File: src/rtl/lr_shift_arbiter.sv
// ============================================================================
// Module  : lr_shift_arbiter
// Brief   : Round-robin sharing of one external left/right shifter between two
//           valid/ready requesters, with registered operands and result.
// Rev     : 1.0  initial release
// ============================================================================
`default_nettype none

module lr_shift_arbiter #(
  parameter int WIDTH = 8,
  localparam int SW = $clog2(WIDTH)
) (
  input  logic             clk,
  input  logic             rst,
  input  logic             req0_valid,
  output logic             req0_ready,
  input  logic [WIDTH-1:0] req0_bits,
  input  logic [SW-1:0]    req0_shift,
  input  logic             req0_dir,
  input  logic             req1_valid,
  output logic             req1_ready,
  input  logic [WIDTH-1:0] req1_bits,
  input  logic [SW-1:0]    req1_shift,
  input  logic             req1_dir,
  output logic [WIDTH-1:0] sh_iBits,
  output logic [SW-1:0]    sh_shift,
  output logic             sh_dir,
  input  logic [WIDTH-1:0] sh_oBits,
  output logic             resp_valid,
  input  logic             resp_ready,
  output logic [WIDTH-1:0] resp_bits,
  output logic             resp_id
);

  typedef enum logic [1:0] {
    S_IDLE  = 2'd0,
    S_SHIFT = 2'd1,
    S_RESP  = 2'd2
  } state_t;

  state_t           state_q;
  logic             rr_last_q;
  logic [WIDTH-1:0] op_bits_q;
  logic [SW-1:0]    op_shift_q;
  logic             op_dir_q;
  logic             op_id_q;
  logic [WIDTH-1:0] resp_bits_q;
  logic             resp_id_q;
  logic             resp_valid_q;

  logic             grant0;
  logic             grant1;
  logic [WIDTH-1:0] op_bits_d;
  logic [SW-1:0]    op_shift_d;
  logic             op_dir_d;

  // Contention goes to the requester that did not win last; readies only in IDLE.
  always_comb begin
    grant0     = (state_q == S_IDLE) && req0_valid && (!req1_valid || rr_last_q);
    grant1     = (state_q == S_IDLE) && req1_valid && (!req0_valid || !rr_last_q);
    op_bits_d  = grant1 ? req1_bits  : req0_bits;
    op_shift_d = grant1 ? req1_shift : req0_shift;
    op_dir_d   = grant1 ? req1_dir   : req0_dir;
  end

  always_ff @(posedge clk or posedge rst) begin
    if (rst) begin
      state_q      <= S_IDLE;
      rr_last_q    <= 1'b1;
      op_bits_q    <= '0;
      op_shift_q   <= '0;
      op_dir_q     <= 1'b0;
      op_id_q      <= 1'b0;
      resp_bits_q  <= '0;
      resp_id_q    <= 1'b0;
      resp_valid_q <= 1'b0;
    end else begin
      case (state_q)
        S_IDLE: begin
          if (grant0 || grant1) begin
            op_bits_q  <= op_bits_d;
            op_shift_q <= op_shift_d;
            op_dir_q   <= op_dir_d;
            op_id_q    <= grant1;
            rr_last_q  <= grant1;
            state_q    <= S_SHIFT;
          end
        end
        S_SHIFT: begin
          resp_bits_q  <= sh_oBits;
          resp_id_q    <= op_id_q;
          resp_valid_q <= 1'b1;
          state_q      <= S_RESP;
        end
        S_RESP: begin
          if (resp_ready) begin
            resp_valid_q <= 1'b0;
            state_q      <= S_IDLE;
          end
        end
        default: begin
          resp_valid_q <= 1'b0;
          state_q      <= S_IDLE;
        end
      endcase
    end
  end

  assign req0_ready = grant0;
  assign req1_ready = grant1;
  assign sh_iBits   = op_bits_q;
  assign sh_shift   = op_shift_q;
  assign sh_dir     = op_dir_q;
  assign resp_valid = resp_valid_q;
  assign resp_bits  = resp_bits_q;
  assign resp_id    = resp_id_q;

endmodule

`default_nettype wire
File: config.mk
export PLATFORM = sky130hd
export DESIGN_NAME = lr_shift_arbiter
export DESIGN_NICKNAME = d
export VERILOG_FILES = /design/src/rtl/lr_shift_arbiter.sv
export SDC_FILE = /design/constraint.sdc
export NUM_CORES = 1
export LEC_CHECK = 0
export ABC_AREA = 1
export CAP_MARGIN = 5
export CORE_ASPECT_RATIO = 2
export CORE_MARGIN = 3
export CORE_UTILIZATION = 40
export CTS_CLUSTER_DIAMETER = 40
export DETAILED_ROUTE_END_ITERATION = 10
export GPL_TIMING_DRIVEN = 0
export HOLD_SLACK_MARGIN = 0.08
export PLACE_DENSITY_LB_ADDON = 0.3
export SKIP_LAST_GASP = 1
export SLEW_MARGIN = 5
export SYNTH_ARGS = -nofsm -noshare
export SYNTH_HDL_FRONTEND = slang
export SYNTH_SLANG_ARGS = --single-unit
File: constraint.sdc
create_clock -name clk -period 1.6 [get_ports clk]
set_input_delay 0.16 -clock clk [delete_from_list [all_inputs] [get_ports clk]]
set_output_delay 0.16 -clock clk [all_outputs]
set_load 0.1 [all_outputs]
* Word-level counts from Yosys, hierarchy flattened
Index checks and enable logic that the tools add are counted.
** Operators by class
- Eq/ne operators :: 4
- Mux-type cells :: 8
- Bitwise logic cells :: 1
- Reduce and logical (&&, ||, !) cells :: 14
** Operator list (count)
- 2-to-1 mux 8 bit :: 1
- case mux 2 bit (3 select lines) :: 1
- AND reduction 2 bit :: 3
- logical AND 1 bit :: 4
- 2-to-1 mux 2 bit :: 2
- logical NOT 1 bit :: 3
- logical OR 1 bit :: 3
- 2-to-1 mux 3 bit :: 1
- case mux 1 bit (3 select lines) :: 1
- == test 2 x 1 -> 1 bit (second input constant) :: 1
- == test 2 bit (second input constant) :: 1
- logical NOT 2 bit :: 1
- 2-to-1 mux 1 bit :: 2
- inequality test 2 x 1 -> 1 bit (second input constant) :: 1
- inequality test 2 bit (second input constant) :: 1
- NOT 1 bit :: 1
** Storage, ports and cells
- Bits in registers :: 26
- Output and inout bits :: 24
- Word-level logic and storage cells :: 36

* Depth between registers and ports, before layout
- Depth in word-level cells :: 6
- Mapped depth :: 8
- Gate-level depth less buffers :: 7

* Worst setup path before layout
Ideal clock, no wire load.
- Path type :: register to output
- Start point :: reg state_q[1]
- End point :: out req1_ready
- Arrival time :: 1.466 ns
- Data required time :: 1.440 ns
- Slack :: -0.026 ns
- Cell stages (with the launch flop) :: 5
- Cell sequence :: dfrtp_1 nor2_4 nand3_4 buf_2 inv_1
** On the way
- Longest elaborated chain between the ends :: 3
** RTL lines
- start, declared :: RTL line 41 : state_t state_q;
- start signal, assigned :: RTL line 68 : state_q <= S_IDLE;
- start signal, assigned :: RTL line 86 : state_q <= S_SHIFT;
- start signal, assigned :: RTL line 93 : state_q <= S_RESP;
- logical NOT 2 bit :: RTL line 60 : grant1 = (state_q == S_IDLE) && req1_valid && (!req0_valid || !rr_last_q);
- logical AND 1 bit (2 in series) :: RTL line 60
- end, declared :: RTL line 21 : output logic req1_ready,
No other way between the ends.

* Final worst setup path
- Start point :: reg state_q[1]
- End point :: out req0_ready
** On the way
- Longest elaborated chain between the ends :: 3
** RTL lines
- logical NOT 2 bit :: RTL line 59 : grant0 = (state_q == S_IDLE) && req0_valid && (!req1_valid || rr_last_q);
- logical AND 1 bit (2 in series) :: RTL line 59
- end, declared :: RTL line 16 : output logic req0_ready,
No other way between the ends.

==> summary.md <==
| Metric | Value |
|---|---|
| Die Area | 0.00395 sq mm |
| Vias in the first global route | 1195 |
| First-pass GRT wire length | 5.15 mm |
| Later-pin clock latency in the skew report | 0.27 ns |
| Net count after synthesis | 184 |
| Ports | 61 |
| Synth-to-layout area growth | 60.0% |
| Multiplexer share of the synthesized area | 7.06% |
| Post-Synth Adder-Cell Area | 0% |
| Worst Tran Pin Value | 0.983 ns |
| Final Hold Viols | 0 |
| Synth Area in XOR/XNOR | 0% |
| Critical path's largest stage delay | 0.43 ns |
| Post-synthesis instance area | 0.00128 sq mm |
| Final non-filler cell area | 0.00204 sq mm |
| Seq/Total Area, Yosys | 51.1% |
| Fillers | 266 |
| Wire length per cell | 13.2 um |
| CORE AREA | 0.00301 sq mm |
| Ys Warns | 0 |
| Clk sinks | 26 |
| Hold Path Class | in -> async |
| Grt ovf | 0 |
| Max-cap viol count | 0 |
| Yosys reg bits | 26 |
| Worst path cell trace | nor2_4 > nand3_2 > clkinvlp_4 > buf_12 |
| Nets | 250 |
| Layout cells sized above 1 | 25.0% |
| Diode count | 0 |
| Worst r2r dst | sh_shift[0]$_DFFE_PP0P_ |
| Port Buf Inserts | 60 |
| Initial Utilization | 42.4% |
| R2r worst-path depth | 8 |
| Die X | 45.9 um |
| Fin crit share | 95.2% |
| Register-to-register setup slack | 0.16 ns |
| CP max stage cell | dfrtp_1 |
| Final Max Slew Viols | 0 |
| WS Path Type | reg -> out |
| Clk pin slew, worst setup/hold paths | 0.09 ns |
| TritonRoute pass-1 iters | 4 |
| Max Buffers Root-to-Sink | 2 |
| Critical Path RT | 1.44 ns |
| Largest net degree at the start of global routing | 27 |
| F_max | 657 MHz |
| Initial antenna violation count | 0 |
| Crit path time final | 1.52 ns |
| Netlist cell types | 16 |
| Hpwl dp | 2.56 mm |
| Crit-path max FO | 5 |
| Gpl congestion | 0.748 |
| All-Layer GR Usage | 17.7% |
| Max-slew headroom | 34.4% |
| Drc violations | 0 |
| Num rows | 28 |
| Setup TNS | 0 ns |
| Synth Area in Compound Gates | 2.35% |
| Vias/cell | 4.98 |
| CTS Buf Count | 3 |
| Outcome | complete, no violations |
| R2R Path Start | rr_last_q$_DFFE_PP1P_ |
| Crit. End Element | output pin |
| Hold WS | 0.407 ns |
| Syn Area/Cell | 8.68 sq um |
| Antenna-violating nets left | 0 |
| Most common cell after layout, fill and taps aside | nand2_1 |
| Commonest cells after routing, fill and taps aside | 42 x nand2_1, 36 x clkdlybuf4s50_1, 27 x inv_1 |
| Gate Count Post-Synth | 147 |
| DIE HEIGHT | 85.9 um |
| RSZ-0062 raised after global routing | no |
| Skew final | 0.00513 ns |
| H-tree level count | 1 |
| Final setup vio count | 0 |
| Largest family of logic cells by synthesized area | simple AND/OR/NAND/NOR gates |
| Vias | 1205 |
| Root Buffer | clkbuf_8 |
| Startpoint Class | flip-flop |
| Final wirelength | 3.18 mm |
| Simple-gate share of the synthesized area | 27.0% |
| Initial drt markers | 22 |
| Arr. time, crit path | 1.36 ns |
| CTS tree | done |
| Placed instance area | 0.00192 sq mm |
[cells in the mapped netlist]
cell type  count  area share (%)
dfrtp_1       25              49
buf_2          5             2.0
o21ai_0        6             2.4
nand2_4        1            0.88
nand3_4        1             1.4
nand3_2        1            0.78
nand3_1       11             4.3
mux2_2         8             7.1
or2_2          1            0.49
nand2_1       42              12
nand4_1       12             5.9
dfstp_2        1             2.1
inv_2          1            0.29
inv_1         29             8.5
buf_6          2             1.8
nor2_4         1            0.88
[cell families after synthesis]
| group | after synthesis |
|---|---|
| muxes | 8 |
| buffers and inverters | 37 |
| and+or+nand+nor | 70 |
| DFF | 26 |
| AOI/OAI and AO/OA | 6 |
[critical path, delay by kind of cell, from the launching register on]
kind	cells	cell delay (ns)
flops	1	0.43
simple gates	2	0.36
buf+inv	2	0.30
[layout make-up]
| class | count | area [sq um] | share of cell area (%) |
|---|---|---|---|
| Timing Repair Buffer | 62 | 654 | 32.0 |
| Multi-Input combinational cell | 84 | 464 | 22.7 |
| Buffer | 6 | 42.5 | 2.08 |
| Sequential cell | 26 | 652 | 31.9 |
| Inverter | 30 | 120 | 5.88 |
| Tap cell | 30 | 37.5 | 1.84 |
| Clock inverter | 1 | 30.0 | 1.47 |
| Clock buffer | 3 | 41.3 | 2.02 |
[how the worst max path moves through the flow]
stage	start	endpoint	slack, ns	depth (start not counted)
after global placement	req0_valid	req1_ready	-0.92	6
after detailed placement	req0_valid	req1_ready	-0.95	6
after global routing	rr_last_q$_DFFE_PP1P_	req0_ready	0.02	5
final	state_q[1]$_DFFE_PP0P_	req0_ready	0.08	4
after floorplan	rr_last_q$_DFFE_PP1P_	req1_ready	0.05	4
after CTS	state_q[1]$_DFFE_PP0P_	req0_ready	0.02	4
[per-layer routing]
metal	up-vias	GRT usage, %	part of all wire, %
met2	51	32.4	58
li1	584	-	-
met3	4	3.57	6.9
met5	-	0	0
met1	566	17.7	33
met4	0	7.77	1.9
[sequential cells by signal (all words and copies together), names as in the netlist]
| register | count |
|---|---|
| resp_bits | 8 |
| sh_iBits | 8 |
| resp_id | 1 |
| state_q | 2 |
| sh_dir | 1 |
| op_id_q | 1 |
| resp_valid | 1 |
| sh_shift | 3 |
| rr_last_q | 1 |
[timing repair]
action	CTS	global route
setup endpoints to repair	24	1
hold buffers	0	0
pin swaps	1	0
buffers inserted	2	0
resized for setup	80	2
[per-stage QoR]
step | utilization, % | instances | setup slack (ns)
global placement | 63.8 | 237 | -0.920
global route | 67.8 | 242 | 0.0154
detailed placement | 63.8 | 237 | -0.951
finish | 67.8 | 242 | 0.0775
floorplan | - | 147 | 0.0537
CTS | 67.5 | 242 | 0.0191
Power is not shown: default switching activity piles up to over one toggle a cycle in this logic, so the estimate is an artifact.
